==> src/rtl/track_pkg.sv <==
// Shared constants for the scrolling three-lane ground track.
package track_pkg;

    // Screen y of each lane's ground line (bit k of lines/vid_lines -> LANE_Yk)
    localparam int LANE_Y0 = 120;
    localparam int LANE_Y1 = 240;
    localparam int LANE_Y2 = 360;

    localparam int SCREEN_W = 640;

    // 16-bit Fibonacci LFSR, x^16+x^14+x^13+x^11+1, shifting right:
    // feedback is the XOR of bits 0, 2, 3 and 5, entering at bit 15.
    localparam logic [15:0] LFSR_SEED = 16'hACE1;
    localparam logic [15:0] LFSR_TAPS = 16'h002D;

    // Column used when the random draw would leave every lane empty
    localparam logic [2:0] DEFAULT_COL = 3'b010;

    // Map a raw 3-bit draw to a column that always has some ground
    function automatic logic [2:0] map_column(input logic [2:0] raw);
        return (raw == 3'b000) ? DEFAULT_COL : raw;
    endfunction

endpackage

==> src/rtl/lfsr16.sv <==
// 16-bit Fibonacci LFSR that advances one step when adv is high.
module lfsr16
    import track_pkg::*;
(
    input  logic        clk,
    input  logic        rst,
    input  logic        adv,
    output logic [15:0] q
);

    logic [15:0] r_q;
    logic        w_fb;

    assign w_fb = ^(r_q & LFSR_TAPS);
    assign q    = r_q;

    // Shift right, feeding the tap parity into the top bit
    always_ff @(posedge clk or posedge rst) begin
        // NOTE: sequential state uses non-blocking assignments so every
        // register samples the pre-edge values of its neighbours.
        if (rst)      r_q <= LFSR_SEED;
        else if (adv) r_q <= {w_fb, r_q[15:1]};
    end

endmodule

==> src/rtl/track_gen.sv <==
// Scrolling three-lane ground track generator.
// Optional macro TRACK_SPEEDUP_EN: shortens the scroll divider every
// 2**SPEED_LOG2 segment shifts, down to MIN_DIV.
module track_gen
    import track_pkg::*;
#(
    parameter int SEG_LOG2   = 5,
    parameter int NUM_SEGS   = 21,
    parameter int PLAYER_X   = 100,
    parameter int SCROLL_DIV = 250000,
    parameter int MIN_DIV    = 50000,
    parameter int SPEED_LOG2 = 4
)(
    input  logic        clk,
    input  logic        rst,
    input  logic        run,
    input  logic [9:0]  pixel_x,
    output logic [2:0]  lines,
    output logic [2:0]  vid_lines,
    output logic        seg_tick,
    output logic [15:0] seg_count
);

    localparam int                  DIV_W      = $clog2(SCROLL_DIV + 1);
    localparam logic [SEG_LOG2-1:0] OFF_MAX    = '1;
    localparam logic [10:0]         PLAYER_X_W = 11'(PLAYER_X);
    localparam logic [10:0]         NUM_SEGS_W = 11'(NUM_SEGS);

    logic [2:0][NUM_SEGS-1:0] r_lane;
    logic [SEG_LOG2-1:0]      r_offset;
    logic [DIV_W-1:0]         r_div_cnt;
    logic [15:0]              r_seg_count;
    logic                     r_seg_tick;
    logic [2:0]               r_lines;
    logic [2:0]               r_vid_lines;

    logic [DIV_W-1:0]         w_cur_div;
    logic                     w_step;
    logic                     w_shift;
    logic [15:0]              w_lfsr;
    logic [12:0]              w_lfsr_unused;
    logic [2:0]               w_col;
    logic [15:0]              w_seg_next;

    // A step fires on the last divider count; it becomes a shift when the
    // sub-segment offset is already at its maximum.
    assign w_step        = run && (r_div_cnt == w_cur_div - DIV_W'(1));
    assign w_shift       = w_step && (r_offset == OFF_MAX);
    assign w_col         = map_column(w_lfsr[2:0]);
    assign w_lfsr_unused = w_lfsr[15:3];
    assign w_seg_next    = r_seg_count + 16'd1;

    assign lines     = r_lines;
    assign vid_lines = r_vid_lines;
    assign seg_tick  = r_seg_tick;
    assign seg_count = r_seg_count;

    lfsr16 u_lfsr (
        .clk (clk),
        .rst (rst),
        .adv (w_shift),
        .q   (w_lfsr)
    );

    // Ground bits at screen x: segment index is (x + offset) >> SEG_LOG2;
    // indices past the last segment read as empty.
    function automatic logic [2:0] lookup(
        input logic [10:0]              x,
        input logic [SEG_LOG2-1:0]      off,
        input logic [2:0][NUM_SEGS-1:0] lanes
    );
        logic [10:0]         idx;
        logic [NUM_SEGS-1:0] sel;
        logic [2:0]          res;
        idx = (x + 11'(off)) >> SEG_LOG2;
        res = '0;
        for (int k = 0; k < 3; k++) begin
            sel = lanes[k] >> idx;
            if (idx < NUM_SEGS_W) res[k] = sel[0];
        end
        return res;
    endfunction

`ifdef TRACK_SPEEDUP_EN
    logic [DIV_W-1:0] r_cur_div;

    // Shorten the divider on every 2**SPEED_LOG2-th shift. A decrement only
    // lands on a step edge, where div_cnt already returns to 0, so div_cnt
    // can never sit at or above the new cur_div.
    always_ff @(posedge clk or posedge rst) begin
        if (rst)
            r_cur_div <= DIV_W'(SCROLL_DIV);
        else if (w_shift && (w_seg_next[SPEED_LOG2-1:0] == '0) &&
                 (32'(r_cur_div) > MIN_DIV))
            r_cur_div <= r_cur_div - DIV_W'(1);
    end

    assign w_cur_div = r_cur_div;
`else
    logic [31:0] w_cfg_unused;

    // Fixed scroll rate; MIN_DIV and SPEED_LOG2 only matter with speed-up
    assign w_cur_div    = DIV_W'(SCROLL_DIV);
    assign w_cfg_unused = 32'(MIN_DIV) ^ 32'(SPEED_LOG2);
`endif

    // Divider, offset, lane shifting, distance count and registered lookups
    always_ff @(posedge clk or posedge rst) begin
        if (rst) begin
            // NOTE: the lanes are plain flops with a defined power-up track,
            // so they are reset like any other state, unlike a RAM array.
            r_lane[0]   <= '0;
            r_lane[1]   <= '1;
            r_lane[2]   <= '0;
            r_offset    <= '0;
            r_div_cnt   <= '0;
            r_seg_count <= '0;
            r_seg_tick  <= 1'b0;
            r_lines     <= '0;
            r_vid_lines <= '0;
        end else begin
            r_lines     <= lookup(PLAYER_X_W, r_offset, r_lane);
            r_vid_lines <= lookup({1'b0, pixel_x}, r_offset, r_lane);
            r_seg_tick  <= w_shift;
            if (w_step) begin
                r_div_cnt <= '0;
                if (w_shift) begin
                    r_offset    <= '0;
                    r_seg_count <= w_seg_next;
                    for (int k = 0; k < 3; k++)
                        r_lane[k] <= {w_col[k], r_lane[k][NUM_SEGS-1:1]};
                end else begin
                    r_offset <= r_offset + 1'b1;
                end
            end else if (run) begin
                r_div_cnt <= r_div_cnt + DIV_W'(1);
            end
        end
    end

endmodule
==> config.mk <==
export PLATFORM = sky130hd
export DESIGN_NAME = track_gen
export DESIGN_NICKNAME = d
export VERILOG_FILES = /design/src/rtl/track_pkg.sv /design/src/rtl/lfsr16.sv /design/src/rtl/track_gen.sv
export SDC_FILE = /design/constraint.sdc
export NUM_CORES = 1
export LEC_CHECK = 0
export BUFFER_PORTS_ARGS = -buffer_cell sky130_fd_sc_hd__buf_2
export CAP_MARGIN = 5
export CORE_ASPECT_RATIO = 0.75
export CORE_UTILIZATION = 55
export DETAILED_ROUTE_END_ITERATION = 16
export PLACE_DENSITY = 0.73
export SETUP_SLACK_MARGIN = 0.5
export SLEW_MARGIN = 20
export SYNTH_ARGS = -nofsm -noshare
export SYNTH_HDL_FRONTEND = slang
export SYNTH_SLANG_ARGS = --single-unit
==> constraint.sdc <==
create_clock -name clk -period 5 [get_ports clk]
set_input_delay 0.25 -clock clk [delete_from_list [all_inputs] [get_ports clk]]
set_output_delay 0.25 -clock clk [all_outputs]
set_load 0.05 [all_outputs]
Word level (Yosys, flattened, before mapping)
Index checks and enable logic that the tools add are counted.

Register bits after elaboration: 125. Bits in latches: 0. Bits in writable memories: 0. Memory bits (read-only): 0. Memories: 0.

Add/sub/neg operators: 5. Multiply operators: 0. Divide/modulo/power cells: 0. $lt $le $gt $ge: 2. Equality and inequality tests: 2. Shift-type cells: 6. Multiplexer cells: 10. Bitwise logic cells: 0. Reduce and logical (&&, ||, !) cells: 6.

Operator list (number): $shr A21 B3 Y1 (3); $shr A21 B6 Y1 (3); $mux W18 (2); $add A18 B1 Y18 const B (1); $eq A18 B18 Y1 const B (1); $add A16 B1 Y16 const B (1); $reduce_xor A16 Y1 (1); $add A10 B5 Y11 (1); $add A7 B5 Y8 const A (1); $lt A6 B5 Y1 const B (1); $mux W1 (6); $add A5 B1 Y5 const B (1); $eq A5 B5 Y1 const B (1); $lt A3 B5 Y1 const B (1); $mux W5 (1); $logic_not A3 Y1 (1); $mux W3 (1); $logic_and A1 B1 Y1 (2); $reduce_and A2 Y1 (1); $reduce_bool A2 Y1 (1).

Depth between registers and ports, before layout
Depth in word-level cells: 4. Depth in mapped cells: 10. Gate-level depth less buffers: 9.

Modules after synthesis
From an unflattened synthesis, not the netlist that was laid out.

Cells, all modules: 658. Area total of the unflattened synthesis: 6272.3 um2.

By module, submodules not included: track_gen (instances 1, cells an instance 619, area each 5592.9 um2, sequential area each 2753.9 um2); lfsr16 (instances 1, cells an instance 39, area each 679.4 um2, sequential area each 410.4 um2).

Worst setup path after synthesis
OpenSTA, ideal clock, no wires.

Path type: register -> register. Start point: register r_offset[4]. End point: register r_vid_lines[0] (netlist: vid_lines[0]). Library setup time: 0.138 ns. Arrival time: 2.349 ns. Data required time: 4.862 ns. Slack: 2.513 ns. Cell stages (with the launch flop): 10. Buffers on the path: 1. Path through: dfrtp_1 > ha_1 > buf_2 > nand3_1 > or3b_1 > and3_1 > nor2_1 > mux4_2 > a2bb2oi_1 > o32ai_1.

Longest elaborated chain between the ends: 3. Elaborated cells on any way between the ends: 4. Classes of those cells: add/sub (1); order compare (1); shift (1); mux (1).

RTL lines: start, declared (line track_gen.sv:30) `logic [SEG_LOG2-1:0] r_offset;`; start signal, assigned (line track_gen.sv:133) `r_offset <= r_offset + 1'b1;`; $add A10 B5 Y11 (*) (line track_gen.sv:75) `idx = (x + 11'(off)) >> SEG_LOG2;`; $shr A21 B6 Y1 or $lt A6 B5 Y1 (tied branches) (line track_gen.sv:78, track_gen.sv:79); $mux W1 (*) (line track_gen.sv:79) `if (idx < NUM_SEGS_W) res[k] = sel[0];`; end signal, assigned (line track_gen.sv:123) `r_vid_lines <= lookup({1'b0, pixel_x}, r_offset, r_lane);`; end, declared (line track_gen.sv:35) `logic [2:0] r_vid_lines;`.

Every way passes the cells marked *; elsewhere a longest branch is shown, timed or not. A chain may end at the register's enable or synchronous reset.

Worst setup path after layout
Same ends and word-level chain as after synthesis.

==> flow_metrics.env <==
export IMPL_status="complete, no violations"
export IMPL_setup_worst_path_end_class="flip-flop"
export IMPL_rsz0062_at_grt="no"
export IMPL_avgSynthCellArea_sq_um=9.092
export IMPL_finalMaxSlewViolations=0
export IMPL_p_leak_nw=3.472
export IMPL_final_cells=853
export IMPL_dieWidth_um=123.6
export IMPL_finalCritPeriodShare_pct=65.75
export IMPL_boundaryPins=36
export IMPL_met2_usage_pct=41.25
export IMPL_relSlewSlack_pct=36.68
export IMPL_drive_gt1_share_pct=17.02
export IMPL_syn_num_nets=692
export IMPL_fin_ws_ns=1.713
export IMPL_endpoint="vid_lines[0]"
export IMPL_synth_area_top_cells="dfrtp_1 (39%), nand2_1 (16%), dfstp_2 (12%)"
export IMPL_power_frac_clock_pct=54.2
export IMPL_core_sq_mm=0.01053
export IMPL_post_cts_resized=0
export IMPL_io_buffer_count=35
export IMPL_r2r_slack_ns=1.71
export IMPL_finish_utilization_pct=66.79
export IMPL_clock_skew_ns=0.007800
export IMPL_hold_violations=0
export IMPL_dieArea_sq_mm=0.01152
export IMPL_track_usage_pct=27.07
export IMPL_min_delay_path_class="in2reg"
export IMPL_grtUsageMet3_pct=6.829
export IMPL_grt_pass1_vias=4745
export IMPL_grtUsageMet1_pct=38.19
export IMPL_grt_pass1_wl_mm=23.69
export IMPL_synth_top_area_share_pct=39.38
export IMPL_reg2reg_depth=8
export IMPL_yosysSeqAreaShare_pct=51.87
export IMPL_crit_path_max_fanout=12
export IMPL_synth_area_sq_mm=0.006101
export IMPL_cp_startpoint="r_offset[4]"
export IMPL_synth_most_common_cell="nand2_1"
export IMPL_powerDensity_mw_per_mm2=362.7
export IMPL_grt_busiest_layer="met2"
export IMPL_critPathLaunchType="flip-flop"
export IMPL_synthTopCellsByCount="nand2_1 (256), dfrtp_1 (96), nor2_1 (32)"
export IMPL_diodes=0
export IMPL_synth_edf_count=0
export IMPL_synth_seq_cells=125
export IMPL_nets=725
export IMPL_clkTransAtPathRegs_ns=0.06
export IMPL_root_buffer="clkbuf_16"
export IMPL_synth_ff_type="dfrtp_1"
export IMPL_num_rows=32
export IMPL_vias=4871
export IMPL_area_growth_pct=15.28
export IMPL_die_h_um=93.21
export IMPL_crit_required_ns=5.28
export IMPL_htree_levels=4
export IMPL_min_period_ns=3.287
export IMPL_route_detailed_drc=0
export IMPL_cts_tree="built"
export IMPL_dp_cells=820
export IMPL_fin_setup_tns_ns=0
export IMPL_fmax_mhz=304.2
export IMPL_numCtsBuffers=17
export IMPL_clockBufferDepth=2
export IMPL_ant_nets=0
export IMPL_synth_cell_types=62
export IMPL_clock_sinks=125
export IMPL_switching_share_pct=22.86
export IMPL_gp_congestion=0.8695
export IMPL_wl_per_cell_um=16.44
export IMPL_yosysTopAreaCell="dfrtp_1"
export IMPL_ir_drop_mv=0.2683
export IMPL_place_worst_setup_slack_ns=1.815
export IMPL_r2r_end="vid_lines[0]"
export IMPL_dr_pass1_iters=5
export IMPL_setup_viol=0
export IMPL_seqPwrFrac_pct=41.5
export IMPL_wirelength_mm=14.02
export IMPL_start_util_pct=57.94
export IMPL_synthCells=671
export IMPL_arrival_ns=3.57
export IMPL_hpwl_mm=9.121
export IMPL_tightest_slew_ns=0.9430
export IMPL_grt_max_degree=85
export IMPL_maxCapViolCount=0
export IMPL_critPathKind="reg2reg"
export IMPL_synth_warnings=0
export IMPL_p_total_mw=2.551
export IMPL_grt_overflow_total=0
export IMPL_viasPerCell=5.710
export IMPL_drtIter0Drc=467
export IMPL_p_int_mw=1.968
export IMPL_timing_rr_start="r_offset[4]"
export IMPL_synthArstFlopShare_pct=100.0
export IMPL_post_cts_setup_buffers=0
export IMPL_power_frac_comb_pct=4.4
export IMPL_clk_latency_ns=0.42
export IMPL_power_switching_uw=583.1
export IMPL_antenna_found_initial=0
-- placed cells by master, fill, tap and decap left out, types with 4 or more instances in the layout --
cell         n
nor2_1      32
a21oi_1     12
o21ai_0     26
mux2i_1      7
dfrtp_1     96
bufinv_16    5
buf_4        4
buf_2       35
inv_6        5
dfstp_2     29
nand3_1     25
nand2b_1     4
ha_1         8
nor3_1       7
xor2_1      10
inv_1       10
clkbuf_16   17
mux2_2       6
nand2_1    256
xnor2_1     27
and3_1      13
nand4_1      7
-- registers in the layout (all words and copies together), names as in the netlist --
signal,count
seg_tick,1
seg_count,16
r_div_cnt,18
r_offset,5
r_lane,63
vid_lines,3
u_lfsr.q,16
lines,3
-- cell type report --
cell class	instances	area [sq um]
repair buffers	40	215.2
clock buffers	17	425.4
multi-input cells	509	2781
clock inverters	15	232.7
fillers	814	3497
flip-flops and latches	125	3164
well taps	136	170.2
inverters	11	43.79
-- timing repair --
item / 4_1_cts / 5_1_grt
setup endpoints to repair: 0 / 0
hold buffers: 1 / 0
endpoints found under the hold margin: 29 / 0
-- metal layers --
metal | part of all wire (%) | wire length, um
met1 | 48 | 6664
met2 | 46 | 6494
met3 | 5.1 | 716
met4 | 1.0 | 147
met5 | 0 | 0
-- power groups by stage --
stage                     clock (mW)  combinational [mW]  sequential, mW
final                           1.38               0.111            1.06
after floorplan                    0              0.0749            1.07
after global placement             0               0.107            1.07
after detailed placement           0               0.112            1.07
after CTS                       1.40               0.111            1.06
after global routing            1.44               0.124            1.06
-- worst max-delay path: stages, from the launching register on --
cell and delay (ns):
dfrtp_1 0.43, ha_1 0.43, nand4_1 0.15, nor3b_1 0.32, nor2_1 0.16, xnor2_1 0.76, mux2_2 0.44, o311ai_0 0.31
o32ai_1 0.14
-- how the worst min path moves through the flow --
stage	start	to	slack (ns)	cells past startpoint
6_report	run	r_div_cnt[0]	0.1	2
5_1_grt	run	r_div_cnt[0]	0.11	2
4_1_cts	run	r_div_cnt[0]	0.08	2
3_5_place_dp	rst	r_div_cnt[7]	0.26	2
3_3_place_gp	rst	r_div_cnt[11]	0.26	2
2_1_floorplan	run	r_div_cnt[0]	0.34	1
-- logic make-up (layout without fill, tap and decap cells) --
kind of cell	count (synthesis)	count (layout)	synth area share, %
adder cells (fa/ha/maj)	8	8	1.641
AND/OR/NAND/NOR	370	370	26.50
buffers and inverters	37	83	2.646
AO/OA/AOI/OAI	78	78	8.676
XOR/XNOR	37	37	5.312
multiplexers	16	16	3.363
flip-flops	125	125	51.87
-- stage by stage --
step / instance area (sq um) / hold WS (ns)
after floorplan: 6101 / 0.3426
after global placement: 6359 / 0.2591
after detailed placement: 6359 / 0.2623
after CTS: 7027 / 0.07946
after global routing: 7033 / 0.1058
final: 7033 / 0.09885
(Power assumes the default switching activity.)
